===== config.mk =====
export PLATFORM = sky130hd
export DESIGN_NAME = odd_parity
export DESIGN_NICKNAME = d
export VERILOG_FILES = /design/src/rtl/odd_parity.sv
export SDC_FILE = /design/constraint.sdc
export NUM_CORES = 1
export LEC_CHECK = 0
export CORE_MARGIN = 1.5
export CORE_UTILIZATION = 25
export CTS_BUF_LIST = sky130_fd_sc_hd__clkbuf_8 sky130_fd_sc_hd__clkbuf_16
export DETAILED_ROUTE_END_ITERATION = 7
export SYNTH_ARGS = -nofsm -noshare
export SYNTH_HDL_FRONTEND = slang
export SYNTH_SLANG_ARGS = --single-unit

===== constraint.sdc =====
create_clock -name clk -period 2.9 [get_ports clk]
set_input_delay 0.435 -clock clk [delete_from_list [all_inputs] [get_ports clk]]
set_output_delay 0.435 -clock clk [all_outputs]
set_load 0.02 [all_outputs]

===== src/rtl/odd_parity.sv =====
// ============================================================================
// Module   : odd_parity
// Brief    : Odd-parity generator with a registered parity checker and a
//            saturating, clearable error counter.
// Revision : 1.0
// ============================================================================
`default_nettype none

module odd_parity #(
   parameter int WIDTH = 16,
   parameter int CNT_W = 16
) (
   input  logic             clk,
   input  logic             rst_n,
   input  logic [WIDTH-1:0] data_in,
   output logic             parity,
   input  logic             in_valid,
   input  logic             parity_in,
   input  logic             clear_cnt,
   output logic             parity_q,
   output logic             out_valid,
   output logic             err,
   output logic [CNT_W-1:0] err_count
);

   localparam logic [CNT_W-1:0] c_cnt_max = {CNT_W{1'b1}};

   logic             w_parity;
   logic             w_err;
   logic             r_parity_q;
   logic             r_out_valid;
   logic             r_err;
   logic [CNT_W-1:0] r_err_count;

   // A received word is good only when data plus its parity bit has odd weight.
   assign w_parity = ~(^data_in);
   assign w_err    = ~(^{data_in, parity_in});

   always_ff @(posedge clk or negedge rst_n) begin
      if (!rst_n) begin
         r_parity_q  <= 1'b0;
         r_out_valid <= 1'b0;
         r_err       <= 1'b0;
      end else begin
         r_out_valid <= in_valid;
         if (in_valid) begin
            r_parity_q <= w_parity;
            r_err      <= w_err;
         end
      end
   end

   // Clear wins over a same-edge increment; the count sticks at all-ones.
   always_ff @(posedge clk or negedge rst_n) begin
      if (!rst_n) begin
         r_err_count <= '0;
      end else if (clear_cnt) begin
         r_err_count <= '0;
      end else if (in_valid && w_err && (r_err_count != c_cnt_max)) begin
         r_err_count <= r_err_count + 1'b1;
      end
   end

   assign parity    = w_parity;
   assign parity_q  = r_parity_q;
   assign out_valid = r_out_valid;
   assign err       = r_err;
   assign err_count = r_err_count;

endmodule

`default_nettype wire


## Word-level counts from Yosys, hierarchy flattened

Index checks and enable logic that the tools add are counted.

| cells by class | value |
|---|---|
| $add $sub $neg | 1 |
| muxes and demuxes | 2 |
| eq/ne operators | 1 |
| reduce and logical (&&, ||, !) cells | 5 |
| bitwise operators | 2 |

Operators with widths:

| operator | count |
|---|---|
| $mux W16 | 2 |
| $reduce_xor A17 Y1 | 1 |
| $add A16 B1 Y16 const B | 1 |
| $ne A16 B16 Y1 const B | 1 |
| $reduce_xor A16 Y1 | 1 |
| $logic_and A1 B1 Y1 | 2 |
| $not A1 Y1 | 2 |
| $reduce_bool A2 Y1 | 1 |

| storage, ports and cells | value |
|---|---|
| bits of input ports | 21 |
| logic and storage cells | 15 |
| register bits | 19 |
| output and inout bits | 20 |

## Logic depth before layout (Yosys ltp)

| depth | value |
|---|---|
| depth in word-level cells | 6 |
| depth in mapped cells | 8 |
| depth with buffers taken out | 7 |

## Worst setup path before layout

No wires, ideal clock.

| timing path | value |
|---|---|
| path kind | register to register |
| start | register r_err_count[0] (netlist: err_count[0]) |
| end | register r_err_count[5] (netlist: err_count[5]) |
| setup time | 128 ps |
| data required time | 2772 ps |
| buffers on the path | 1 |
| setup slack | 522 ps |
| period minus slack after synthesis | 2378 ps |
| stages on the path, launching flop included | 9 |
| data arrival time | 2250 ps |
| cells stage by stage | dfrtp_1 -> ha_1 -> nand2_1 -> or2_1 -> clkbuf_1 -> or3_1 -> nor3_2 -> nor4b_1 -> mux2_1 |

| on the way | value |
|---|---|
| longest elaborated chain between the ends | 3 |
| elaborated cells on any way between the ends | 6 |
| those cells by class | 1 x add/sub; 1 x eq/ne; 2 x mux; 2 x reduce/logical |

Ends and longest elaborated chain:

| element | line | RTL |
|---|---|---|
| start, declared | 33 | `logic [CNT_W-1:0] r_err_count;` |
| start signal, assigned | 60 | `r_err_count <= r_err_count + 1'b1;` |
| $add A16 B1 Y16 or $ne A16 B16 Y1 (tied branches) | 60, 59 |  |
| $mux W16 or $logic_and A1 B1 Y1 (tied branches) | 59 | `end else if (in_valid && w_err && (r_err_count != c_cnt_max)) begin` |
| $mux W16 or $reduce_bool A2 Y1 (tied branches) | - |  |

Parallel ways exist; a longest one is shown, timed or not. The select of a mux whose other input is x is not followed.
A chain may end at the register's enable or synchronous reset.

## Final worst setup path

| timing path | value |
|---|---|
| start | input port data_in[13] |
| end | register r_err_count[5] (netlist: err_count[5]) |

| on the way | value |
|---|---|
| longest elaborated chain between the ends | 5 |

Ends and longest elaborated chain:

| element | line | RTL |
|---|---|---|
| start, declared | 15 | `input logic [WIDTH-1:0] data_in,` |
| $reduce_xor A17 Y1 | 37 | `assign w_err = ~(^{data_in, parity_in});` |
| $not A1 Y1 | 37 |  |
| $logic_and A1 B1 Y1 (2 in series) | 59 |  |
| $reduce_bool A2 Y1 (no line) | - |  |

Every way passes these cells.

==> reports/results.ini <==
[synth]
synth_warnings = 0
synth_cell_types = 34
syn_area_um2 = 1353
postSynthCellCount = 142
synth_ff_type = dfrtp_1
syn_nets = 164
yosysMostFrequentCell = dfrtp_1
synth-edff-count = 0
synth-seq-cells = 19
synth.area.top_cells = dfrtp_1, mux2_1, xnor2_1
ys_seq_area_share_pct = 35.15
synthArstFlopShare_pct = 100.0
syn_area_per_cell_um2 = 9.525
ys_top_cells_by_count = dfrtp_1, nor2_1, mux2_1, xnor2_1, nor2b_1
synth_top_area_share_pct = 35.15
yosysTopAreaCell = dfrtp_1

[route]
drtIter0Drc = 26
routed_wl_um = 3133
vias_per_cell = 4.510
postRouteAntennaNets = 0
dr_total_vias = 1150
drc = 0
drt_first_pass_iters = 4
drt-wirelength-per-cell_um = 12.29

[clocking]
htreeDepth = 1
cts_max_path_buffers = 2
clock_sinks = 19
cts_hold_buf = 0
cts.repair.resized = 0
clk_pin_slew_ns = 0.08
cts_tree = built
cts_buffers = 3
worstSkewPairLatency_ns = 0.26
post-cts-setup-buffers = 0
root_buffer = clkbuf_8

[floorplanning]
die_area_um2 = 5861
die_y_um = 76.56
fp.dieW_um = 76.56
io_pins = 41
row_count = 26
initial_core_util_pct = 26.15
coreArea_um2 = 5172

[power_and_ir_drop]
cell_internal_pwr_w = 0.0005949
comb_power_share_pct = 46.7
switchingPower_w = 0.0003275
swShare_pct = 35.50
ir_drop_uv = 200.6
pwr-share-clk_pct = 20.1
p_seq_share_pct = 33.2
leakagePower_nw = 0.7272
cellPowerDensity_nw_per_um2 = 486.6

[worst_setup_path]
slowest_stage = xnor3_2
critPathLaunchType = primary input
cpPeakStageDelay_ns = 0.53
worstPathArrival_ns = 2.73
required_ns = 3.04
critPathMaxFanout = 15
path_class = primary input to flop
end_kind = flop
worstPathCellList = clkdlybuf4s50_1, xor2_1, xnor2_1, xnor2_2, xnor3_2, nor4b_1, mux2_1

[placement]
gp_congestion = 0.7799
dp.cells = 251
io_buffers = 40
hpwlAfterDp_um = 2384

[final_layout]
fin_nets = 208
area_growth_pct = 40.15
drive_above_1_share_pct = 10.27
final_cell_count_no_fill = 255
diodes = 0

[global_route]
grt-busiest-layer = met2
grt.total_usage_pct = 10.73
grt_max_degree = 20
use_met1_pct = 15.53
gr-usage-met2_pct = 15.80
overflow = 0
grt_pass1_vias = 1078
antenna_found_initial = 0
gr-usage-met3_pct = 2.635
grt_pass1_wl_um = 5078

[sta]
max-slew-margin-rel_pct = 38.90
skew_ns = 0.004138
rsz0062_at_grt = no
fin_tns_setup_ns = 0
worst_pin_slew_ns = 0.9136
setup-violations-final = 0
finalHoldViolCount = 0
drv_slew = 0
whs_ns = 0.5134
clock.fmax_mhz = 385.4
min_period_ns = 2.594
finalCritPeriodShare_pct = 89.46

[run]
drv_cap = 0

[run_status]
outcome = finished clean

[hold_path]
hold_class = flop to flop

-- critical path, delay by kind of cell --
kind / cells / cell delay (ns)
and+or+nand+nor: 1 / 0.41
buffers and inverters: 1 / 0.41
muxes: 1 / 0.36
xor gates and xnor gates: 4 / 1.12
-- sequential cells by signal, indices dropped and copies added (netlist names) --
name	count
err_count	16
err	1
out_valid	1
parity_q	1
-- cell families after synthesis --
family          share of synthesized area (%)
compound gates                          4.534
fa+ha+maj                              0.9249
flops                                   35.15
mux                                     12.40
xor+xnor                                13.69
buf+inv                                 4.163
simple gates                            29.14
-- area by class of cell --
class | instances | area [µm²]
clock buffer | 3 | 41.29
inverter | 7 | 26.28
fill | 514 | 3277
sequential | 19 | 475.5
tap | 70 | 87.58
timing repair buffer | 45 | 440.4
multi-input combinational | 110 | 820.8
clock inverter | 1 | 3.754
-- layout by cell type (no fill, tap or decap), drive strengths merged, types with 8 or more instances in the layout --
cell type,instances
clkdlybuf4s50,39
nor4,12
mux2,14
nand2,8
inv,8
xnor2,13
nor2b,11
nor2,18
dfrtp,19
-- metal layers --
| metal | routed length, µm | part of all wire (%) | up-vias |
|---|---|---|---|
| met5 | 0 | 0 | - |
| met4 | 14 | 0.45 | 0 |
| met3 | 101 | 3.2 | 2 |
| met2 | 1344 | 43 | 20 |
| met1 | 1672 | 53 | 541 |
| li1 | - | - | 587 |
-- final timing paths --
check                                 to  slack [ns]  cells after the start          from
min in group asynchronous  err_count[12]        0.69                      1         rst_n
hold reg to reg                 parity_q        0.51                      1      parity_q
hold / removal                  parity_q        0.51                      1      parity_q
max in group asynchronous   err_count[0]        1.65                      1         rst_n
setup / recovery            err_count[5]        0.31                      7   data_in[13]
setup reg to reg            err_count[5]        0.50                      7  err_count[0]
-- power groups by stage --
stage	Clock, W	Combinational (W)	Sequential (W)
2_1_floorplan	0	0.000252	0.000340
3_5_place_dp	0	0.000438	0.000312
4_1_cts	0.000192	0.000440	0.000307
3_3_place_gp	0	0.000435	0.000311
5_1_grt	0.000206	0.000460	0.000310
6_report	0.000185	0.000431	0.000306
-- metrics by stage --
| stage | power, W | util (%) | worst slack, ns | cell area [µm²] |
|---|---|---|---|---|
| floorplan | 0.0005928 | - | 0.5222 | 1353 |
| global placement | 0.0007459 | 35.73 | 0.04359 | 1848 |
| detailed placement | 0.0007502 | 35.73 | 0.03770 | 1848 |
| CTS | 0.0009384 | 36.60 | 0.06455 | 1893 |
| global route | 0.0009764 | 36.65 | 0.1508 | 1896 |
| finish | 0.0009223 | 36.65 | 0.3056 | 1896 |
No activity file was read; power rests on OpenSTA's default activity.
